--- src/rtl/fetch_unit.sv ---
// rtl/fetch_unit.sv - instruction fetch stage with fetch queue and optional JAL prediction (FETCH_JAL_PRED_EN)
module fetch_unit #(
    parameter int                    ADDR_WIDTH = 32,
    parameter int                    FQ_DEPTH   = 4,
    parameter logic [ADDR_WIDTH-1:0] RESET_PC   = '0
) (
    input  logic                  clk_in,
    input  logic                  rst_n_in,
    input  logic                  rdy_in,
    output logic                  req_mc_out,
    output logic [ADDR_WIDTH-1:0] addr_mc_out,
    input  logic                  rdy_inst_mc_in,
    input  logic [31:0]           inst_mc_in,
    output logic                  inst_valid_out,
    output logic [31:0]           inst_out,
    output logic [ADDR_WIDTH-1:0] pc_out,
    output logic                  pred_taken_out,
    input  logic                  iq_ready_in,
    input  logic                  refresh_rob_in,
    input  logic [ADDR_WIDTH-1:0] new_pc_rob_in
);

    localparam int             PTR_W   = (FQ_DEPTH > 1) ? $clog2(FQ_DEPTH) : 1;
    localparam logic [PTR_W:0] DEPTH_C = (PTR_W + 1)'(FQ_DEPTH);

    typedef enum logic [1:0] {
        S_IDLE,
        S_WAIT,
        S_STALE
    } state_t;

    state_t                  state;
    state_t                  state_next;
    logic [ADDR_WIDTH-1:0]   pc;
    logic [ADDR_WIDTH-1:0]   pc_next;
    logic [ADDR_WIDTH-1:0]   pc_step;
    logic                    issue;
    logic                    push;
    logic                    pop;
    logic                    push_pred;
    logic [PTR_W-1:0]        wr_ptr;
    logic [PTR_W-1:0]        rd_ptr;
    logic [PTR_W:0]          count;
    logic [31:0]             inst_mem [FQ_DEPTH];
    logic [ADDR_WIDTH-1:0]   pc_mem   [FQ_DEPTH];

`ifdef FETCH_JAL_PRED_EN
    logic                    is_jal;
    logic [ADDR_WIDTH-1:0]   jal_imm;
    logic                    pred_mem [FQ_DEPTH];

    assign is_jal    = (inst_mc_in[6:0] == 7'b1101111);
    assign jal_imm   = {{(ADDR_WIDTH-20){inst_mc_in[31]}}, inst_mc_in[19:12],
                        inst_mc_in[20], inst_mc_in[30:21], 1'b0};
    assign pc_step   = is_jal ? jal_imm : ADDR_WIDTH'(4);
    assign push_pred = is_jal;

    // Prediction flag storage alongside each queued word
    always_ff @(posedge clk_in) begin
        if (rdy_in && push) begin
            pred_mem[wr_ptr] <= push_pred;
        end
    end

    assign pred_taken_out = inst_valid_out ? pred_mem[rd_ptr] : 1'b0;
`else
    assign pc_step        = ADDR_WIDTH'(4);
    assign push_pred      = 1'b0;
    assign pred_taken_out = push_pred;
`endif

    // Next state: one outstanding request; a flushed request must still drain via STALE
    always_comb begin
        state_next = state;
        issue      = 1'b0;
        push       = 1'b0;
        case (state)
            S_IDLE: begin
                if (!refresh_rob_in && (count < DEPTH_C)) begin
                    state_next = S_WAIT;
                    issue      = 1'b1;
                end
            end
            S_WAIT: begin
                if (rdy_inst_mc_in) begin
                    state_next = S_IDLE;
                    push       = !refresh_rob_in;
                end else if (refresh_rob_in) begin
                    state_next = S_STALE;
                end
            end
            S_STALE: begin
                if (rdy_inst_mc_in) begin
                    state_next = S_IDLE;
                end
            end
            default: state_next = S_IDLE;
        endcase
    end

    // Next PC: redirect wins, otherwise advance past an accepted word
    always_comb begin
        pc_next = pc;
        if (refresh_rob_in) begin
            pc_next = new_pc_rob_in;
        end else if (push) begin
            pc_next = pc + pc_step;
        end
    end

    assign pop = inst_valid_out && iq_ready_in && !refresh_rob_in;

    // State register, frozen while rdy_in is low
    always_ff @(posedge clk_in or negedge rst_n_in) begin
        if (!rst_n_in) begin
            state <= S_IDLE;
        end else if (rdy_in) begin
            state <= state_next;
        end
    end

    // PC and request address; the address is latched at issue so it stays stable while outstanding
    always_ff @(posedge clk_in or negedge rst_n_in) begin
        if (!rst_n_in) begin
            pc          <= RESET_PC;
            addr_mc_out <= RESET_PC;
        end else if (rdy_in) begin
            pc <= pc_next;
            if (issue) begin
                addr_mc_out <= pc;
            end
        end
    end

    // Queue pointers and occupancy; a redirect empties the queue
    always_ff @(posedge clk_in or negedge rst_n_in) begin
        if (!rst_n_in) begin
            wr_ptr <= '0;
            rd_ptr <= '0;
            count  <= '0;
        end else if (rdy_in) begin
            if (refresh_rob_in) begin
                wr_ptr <= '0;
                rd_ptr <= '0;
                count  <= '0;
            end else begin
                if (push) begin
                    wr_ptr <= wr_ptr + 1'b1;
                end
                if (pop) begin
                    rd_ptr <= rd_ptr + 1'b1;
                end
                case ({push, pop})
                    2'b10:   count <= count + 1'b1;
                    2'b01:   count <= count - 1'b1;
                    default: count <= count;
                endcase
            end
        end
    end

    // Queue payload storage; contents are only observed through the valid-gated head
    always_ff @(posedge clk_in) begin
        if (rdy_in && push) begin
            inst_mem[wr_ptr] <= inst_mc_in;
            pc_mem[wr_ptr]   <= pc;
        end
    end

    assign req_mc_out     = (state != S_IDLE);
    assign inst_valid_out = (count != '0);
    assign inst_out       = inst_valid_out ? inst_mem[rd_ptr] : 32'h0;
    assign pc_out         = inst_valid_out ? pc_mem[rd_ptr] : '0;

endmodule

--- config.mk ---
export PLATFORM = sky130hd
export DESIGN_NAME = fetch_unit
export DESIGN_NICKNAME = d
export VERILOG_FILES = /design/src/rtl/fetch_unit.sv
export SDC_FILE = /design/constraint.sdc
export NUM_CORES = 1
export LEC_CHECK = 0
export ABC_AREA = 1
export CAP_MARGIN = 20
export CORE_ASPECT_RATIO = 1.75
export CORE_MARGIN = 2
export CORE_UTILIZATION = 45
export CTS_CLUSTER_DIAMETER = 60
export CTS_CLUSTER_SIZE = 30
export DETAILED_ROUTE_END_ITERATION = 8
export DONT_BUFFER_PORTS = 1
export PLACE_DENSITY_LB_ADDON = 0.3
export SLEW_MARGIN = 40
export SYNTH_ARGS = -nofsm -noshare
export SYNTH_HDL_FRONTEND = slang
export SYNTH_SLANG_ARGS = --single-unit
--- constraint.sdc ---
create_clock -name clk_in -period 3.9 [get_ports clk_in]
set_input_delay 0.585 -clock clk_in [delete_from_list [all_inputs] [get_ports clk_in]]
set_output_delay 0.585 -clock clk_in [all_outputs]
set_load 0.005 [all_outputs]
==> results of run 1 <==
-- kinds of logic (layout without fill, tap and decap cells) --
logic type      after synthesis  after routing  synth area share
mux                           2              2           0.00161
simple gates                593            593             0.169
fa+ha+maj                     6              6           0.00589
buf+inv                     134            107            0.0402
other cells                   1              1          0.000268
xor+xnor                      2              2           0.00125
compound gates              284            284             0.103
flops                       329            329             0.679
-- synthesized netlist by cell type, types with 2 or more instances --
library cell,number
sky130_fd_sc_hd__nand2_1,201
sky130_fd_sc_hd__buf_6,2
sky130_fd_sc_hd__dfrtp_1,73
sky130_fd_sc_hd__buf_4,4
sky130_fd_sc_hd__nand3_1,33
sky130_fd_sc_hd__nor2_4,4
sky130_fd_sc_hd__o21ai_0,176
sky130_fd_sc_hd__o21ai_1,13
sky130_fd_sc_hd__nand2_2,7
sky130_fd_sc_hd__buf_2,24
sky130_fd_sc_hd__a31oi_1,2
sky130_fd_sc_hd__nand4_1,3
sky130_fd_sc_hd__nor2_2,7
sky130_fd_sc_hd__o211ai_1,2
sky130_fd_sc_hd__inv_1,61
sky130_fd_sc_hd__inv_2,3
sky130_fd_sc_hd__clkbuf_1,27
sky130_fd_sc_hd__a21oi_1,85
sky130_fd_sc_hd__nor2_1,334
sky130_fd_sc_hd__mux2_2,2
sky130_fd_sc_hd__o22ai_1,5
sky130_fd_sc_hd__edfxtp_1,256
sky130_fd_sc_hd__ha_1,5
sky130_fd_sc_hd__nand3b_1,2
sky130_fd_sc_hd__buf_1,13
-- metal layers --
metal | vias to the layer above | share of wire | global-route usage
met2 | 221 | 0.53 | 0.366
li1 | 4486 | - | -
met5 | - | 0 | 0
met4 | 0 | 0.044 | 0.0872
met3 | 58 | 0.051 | 0.0301
met1 | 4430 | 0.38 | 0.232
-- final timing paths --
check	start	to	cells past startpoint
hold reg to reg	addr_mc_out[18]	addr_mc_out[18]	2
max in group asynchronous	rst_n_in	rd_ptr[0]	2
hold / removal	inst_mc_in[24]	inst_mem[3][24]	0
min in group asynchronous	rst_n_in	pc[4]	2
setup reg to reg	state[1]	inst_mem[1][3]	6
setup / recovery	rd_ptr[0]	pc_out[18]	4
-- power groups by stage --
| stage | sequential, uW | combinational [uW] | clock, uW |
|---|---|---|---|
| 3_3_place_gp | 4620 | 1690 | 0 |
| 5_1_grt | 4610 | 2000 | 2150 |
| 6_report | 4550 | 1740 | 1960 |
| 2_1_floorplan | 4450 | 1330 | 0 |
| 3_5_place_dp | 4630 | 1740 | 0 |
| 4_1_cts | 4560 | 1770 | 2020 |
-- metrics by stage --
| step | utilization | setup TNS, ns |
|---|---|---|
| floorplan | - | -61.60 |
| global placement | 0.467 | 0 |
| detailed placement | 0.468 | 0 |
| CTS | 0.486 | 0 |
| global route | 0.487 | 0 |
| finish | 0.487 | 0 |
-- flip-flops by register name (all words and copies together), names as in the netlist --
name	cells
addr_mc_out	32
inst_mem	128
state	2
wr_ptr	2
pc	32
count	3
pc_mem	128
rd_ptr	2
-- what timing repair did --
action,in CTS,in global routing
resized for setup,0,0
hold buffers,2,0
endpoints found under the hold margin,73,0
-- final cells by class --
type,instances,area [um^2],share of cell area
Sequential cell,329,9520,0.636
Multi-Input combinational cell,888,3980,0.266
Tap cell,391,489,0.0327
Clock buffer,20,447,0.0299
Inverter,64,244,0.0163
Timing Repair Buffer,19,214,0.0143
Clock inverter,4,71.3,0.00477
==> impl_metrics.env, run 1 <==
export IMPL_crit_family="buffers and inverters"
export IMPL_post_place_ws_ns=1.29
export IMPL_drt_pass1_iterations=5
export IMPL_setup_violations=0
export IMPL_clock_skew_ns=0.0285
export IMPL_synth_flop_cell="sky130_fd_sc_hd__edfxtp_1"
export IMPL_cts_inserted_buffers=16
export IMPL_synthDominantCellAreaShare=0.548
export IMPL_remaining_drc_errors=0
export IMPL_drt_antenna_violating_nets=0
export IMPL_critPathBufInv=2
export IMPL_timing_reg2reg_setup_slack_ns=1.86
export IMPL_grt_first_pass_wirelength_um=50000
export IMPL_cts_htree_levels=1
export IMPL_switching_power_as_a_share_of_total_power=0.334
export IMPL_clock_latency_late_sink_ns=0.53
export IMPL_drt_iter0_markers=648
export IMPL_status="finished, final reports clean"
export IMPL_final_setup_worst_slack_ns=0.758
export IMPL_post_synth_top_area_cell="sky130_fd_sc_hd__edfxtp_1"
export IMPL_final_hold_worst_slack_ns=0.149
export IMPL_synth_enable_flop_cells=256
export IMPL_pwr_share_clk=0.238
export IMPL_power_density_cell_area_nw_per_um2=551
export IMPL_maxCapViolations=0
export IMPL_floorplan_core_area_um2=30700
export IMPL_areaGrowthSynthToFinish_pct=6.74
export IMPL_clock_transition_at_the_registers_of_the_reported_paths_ns=0.11
export IMPL_place_congestion=0.891
export IMPL_die_h_um=237
export IMPL_placement_io_buffers=0
export IMPL_most_common_library_cell_in_the_layout_ignoring_fill_and_taps="sky130_fd_sc_hd__nor2_1"
export IMPL_synth_async_sr_flop_share=0.222
export IMPL_ios=169
export IMPL_detail_route_wirelength_um=32600
export IMPL_cts_tree="done"
export IMPL_crit_arrival_ns=2.56
export IMPL_slew_headroom=0.530
export IMPL_crit_path_max_fanout=74
export IMPL_setup_worst_path_class="reg2out"
export IMPL_dpl_hpwl_um=20900
export IMPL_timing_final_max_slew_violations=0
export IMPL_timing_final_hold_violations=0
export IMPL_grt_antenna_before_repair=0
export IMPL_globalRoute_totalOverflow=0
export IMPL_total_leakage_power_uw=0.00541
export IMPL_rsz0062_at_grt="no"
export IMPL_top_cells_by_area_synth="sky130_fd_sc_hd__edfxtp_1 (55%), sky130_fd_sc_hd__dfrtp_1 (13%), sky130_fd_sc_hd__nor2_1 (8.9%)"
export IMPL_antenna_cells=0
export IMPL_clock_sinks=329
export IMPL_cts_setup_buffers=0
export IMPL_finish_net_count=1394
export IMPL_worst_setup_path_end_kind="output pin"
export IMPL_synth_area_um2=14000
export IMPL_synth_yosys_warnings=0
export IMPL_total_power_uw=8250
export IMPL_path_cells="clkinv_2 -> buf_4 -> o21ai_0 -> a21oi_1"
export IMPL_delay_contributed_by_the_slowest_stage_of_the_critical_path_ns=0.65
export IMPL_max_slew_worst_pin_slew_ns=0.705
export IMPL_floorplan_die_area_um2=32600
export IMPL_die_w_um=137
export IMPL_yosys_cell_types_count=32
export IMPL_layout_cells_most_common_list="sky130_fd_sc_hd__nor2_1 (330), sky130_fd_sc_hd__edfxtp_1 (256), sky130_fd_sc_hd__nand2_1 (201)"
export IMPL_internal_power_uw=5490
export IMPL_ir_worst_vdd_mv=0.327
export IMPL_layoutNonFillerInstCount=1715
export IMPL_detailroute_via_count=9195
export IMPL_vias_in_the_first_global_route=9082
export IMPL_grt_start_max_net_pins=75
export IMPL_timing_hold_worst_class="in2reg"
export IMPL_drt_vias_per_instance=5.36
export IMPL_period_share=0.806
export IMPL_grt_use_total=0.202
export IMPL_fin_area_um2=15000
export IMPL_cts_root_to_sink_buffers=3
export IMPL_post_route_cells_drive_above_1_share=0.0551
export IMPL_synth_fp_nets=1427
export IMPL_detail_route_wl_per_cell_um=19.0
export IMPL_post_place_cells=1688
export IMPL_initial_util=0.456
export IMPL_max_freq_mhz=318
export IMPL_total_switching_power_uw=2760
export IMPL_postSynthAreaPerCell_um2=10.4
export IMPL_timing_critical_path_slowest_stage_cell="sky130_fd_sc_hd__dfrtp_4"
export IMPL_synth_seq_area_share=0.679
export IMPL_synth_ff_latch_count=329
export IMPL_worstPathRequired_ns=3.31
export IMPL_p_seq_frac=0.552
export IMPL_final_min_clock_period_ns=3.14
export IMPL_cts_root_buf="sky130_fd_sc_hd__clkbuf_16"
export IMPL_placementRows=85
export IMPL_placed_cell_areas_um2=14400
export IMPL_comb_power_share=0.210
export IMPL_num_fill_cells=2752
export IMPL_synthesis_instances=1351
export IMPL_crit_path_start_kind="flip-flop"
Note: power is estimated with default switching activity, not from simulation.
==> run 2, diff against run 1 <==
==> constraint.sdc (replaced) <==
create_clock -name clk_in -period 3.1 [get_ports clk_in]
set_input_delay 0.465 -clock clk_in [delete_from_list [all_inputs] [get_ports clk_in]]
set_output_delay 0.465 -clock clk_in [all_outputs]
set_load 0.005 [all_outputs]
==> impl_metrics.env, run 2 (synthesis gave the netlist of run 1 again) <==
export IMPL_status="finished, final reports clean"
export IMPL_floorplan_core_area_um2=30700
export IMPL_ios=169
export IMPL_detailroute_via_count=9229
export IMPL_setup_worst_path_class="reg2out"
export IMPL_cts_htree_levels=1
export IMPL_timing_final_max_slew_violations=0
export IMPL_timing_critical_path_slowest_stage_cell="sky130_fd_sc_hd__dfrtp_4"
export IMPL_grt_first_pass_wirelength_um=49800
export IMPL_areaGrowthSynthToFinish_pct=7.20
export IMPL_period_share=0.910
export IMPL_drt_antenna_violating_nets=0
export IMPL_clock_sinks=329
export IMPL_max_slew_worst_pin_slew_ns=0.757
export IMPL_total_power_uw=10500
export IMPL_most_common_library_cell_in_the_layout_ignoring_fill_and_taps="sky130_fd_sc_hd__nor2_1"
export IMPL_globalRoute_totalOverflow=0
export IMPL_antenna_cells=0
export IMPL_setup_violations=0
export IMPL_slew_headroom=0.494
export IMPL_worst_setup_path_end_kind="output pin"
export IMPL_die_h_um=237
export IMPL_remaining_drc_errors=0
export IMPL_placement_io_buffers=0
export IMPL_die_w_um=137
export IMPL_grt_use_total=0.201
export IMPL_total_leakage_power_uw=0.00543
export IMPL_vias_in_the_first_global_route=9235
export IMPL_crit_path_max_fanout=87
export IMPL_timing_final_hold_violations=0
export IMPL_detail_route_wl_per_cell_um=19.1
export IMPL_final_hold_worst_slack_ns=0.0275
export IMPL_place_congestion=0.861
export IMPL_ir_worst_vdd_mv=0.458
export IMPL_cts_root_to_sink_buffers=3
export IMPL_worstPathRequired_ns=2.63
export IMPL_initial_util=0.456
export IMPL_drt_vias_per_instance=5.37
export IMPL_detail_route_wirelength_um=32700
export IMPL_worst_path_most_repeated_cell="sky130_fd_sc_hd__nor2_1"
export IMPL_floorplan_die_area_um2=32600
export IMPL_post_cts_resized=0
export IMPL_critPathBufInv=1
export IMPL_finish_net_count=1393
export IMPL_drt_pass1_iterations=5
export IMPL_post_route_cells_drive_above_1_share=0.0550
export IMPL_clock_latency_late_sink_ns=0.52
export IMPL_cts_inserted_buffers=16
export IMPL_layout_cells_most_common_list="sky130_fd_sc_hd__nor2_1 (330), sky130_fd_sc_hd__edfxtp_1 (256), sky130_fd_sc_hd__nand2_1 (201)"
export IMPL_final_min_clock_period_ns=2.82
export IMPL_grt_start_max_net_pins=88
export IMPL_cts_setup_buffers=0
export IMPL_clock_transition_at_the_registers_of_the_reported_paths_ns=0.11
export IMPL_dpl_hpwl_um=21000
export IMPL_maxCapViolations=0
export IMPL_cts_tree="done"
export IMPL_crit_path_start_kind="flip-flop"
export IMPL_cts_root_buf="sky130_fd_sc_hd__clkbuf_16"
export IMPL_grt_antenna_before_repair=0
export IMPL_drt_iter0_markers=567
export IMPL_crit_arrival_ns=2.36
export IMPL_end_of_flow_core_utilization=0.489
export IMPL_crit_family="flip-flops"
export IMPL_max_freq_mhz=354
export IMPL_delay_contributed_by_the_slowest_stage_of_the_critical_path_ns=0.77
export IMPL_biggestRegsByFlops="inst_mem: 128 flops, pc_mem: 128 flops"
export IMPL_placementRows=85
export IMPL_path_cells="buf_12 -> nor2_1 -> nor2_1 -> o21ai_0 -> a21oi_1"
export IMPL_power_density_cell_area_nw_per_um2=696
export IMPL_clock_skew_ns=0.0169
export IMPL_rsz0062_at_grt="no"
export IMPL_timing_hold_worst_class="in2reg"
-- run 2: cell count changes in the layout (fill, tap and decap cells not counted), sizes merged --
cell    change
buf         -1
clkbuf      +4
-- run 2: report_power, final --
part           total [uW]  leakage (uW)  switching, uW  internal [uW]
clock network        2540      0.000263           1400           1140
registers            5730       0.00321            512           5220
logic                2190       0.00196           1560            634
-- run 2: worst paths after layout --
kind	start	endpoint	slack (ns)	cells after the start
setup / recovery	rd_ptr[0]	pc_out[11]	0.28	5
hold / removal	inst_mc_in[26]	inst_mem[3][26]	0.03	0
setup reg to reg	state[1]	inst_mem[3][25]	0.92	6
hold reg to reg	addr_mc_out[18]	addr_mc_out[18]	0.52	2
max in group asynchronous	rst_n_in	rd_ptr[0]	2.25	2
min in group asynchronous	rst_n_in	pc[1]	0.46	2
-- run 2: what timing repair did --
action                                  CTS  global route
hold buffers                              2             0
endpoints found under the setup margin    0             0
hold endpoints to repair                 73             0
-- run 2: worst reg2reg max path: stages, from the launching register on --
cell and delay (ns):
sky130_fd_sc_hd__dfrtp_1 0.42, sky130_fd_sc_hd__inv_1 0.08, sky130_fd_sc_hd__nand2_2 0.07, sky130_fd_sc_hd__nor2_4 0.17, sky130_fd_sc_hd__nand3_4 0.20, sky130_fd_sc_hd__nor2_4 0.63
sky130_fd_sc_hd__buf_12 0.29
-- run 2: layout make-up --
type	count	area, um^2
Fill cell	2776	15700
Sequential cell	329	9520
Multi-Input combinational cell	888	3970
Tap cell	391	489
Clock buffer	24	483
Timing Repair Buffer	18	256
Inverter	64	244
Clock inverter	4	65.1
-- run 2: metal layers --
layer | share of wire | up-vias | GRT usage
met4 | 0.048 | 0 | 0.0956
li1 | - | 4491 | -
met1 | 0.37 | 4452 | 0.221
met2 | 0.53 | 219 | 0.367
met5 | 0 | - | 0
met3 | 0.051 | 67 | 0.0345
-- run 2: metrics by stage --
stage                     area [um^2]  std cells  setup slack [ns]  TNS (ns)
after floorplan                 14000       1351            -0.921   -235.68
after global placement          14400       1687             0.784         0
after detailed placement        14400       1688             0.816         0
after CTS                       15000       1718             0.229         0
after global routing            15000       1718            0.0814         0
final                           15000       1718             0.278         0
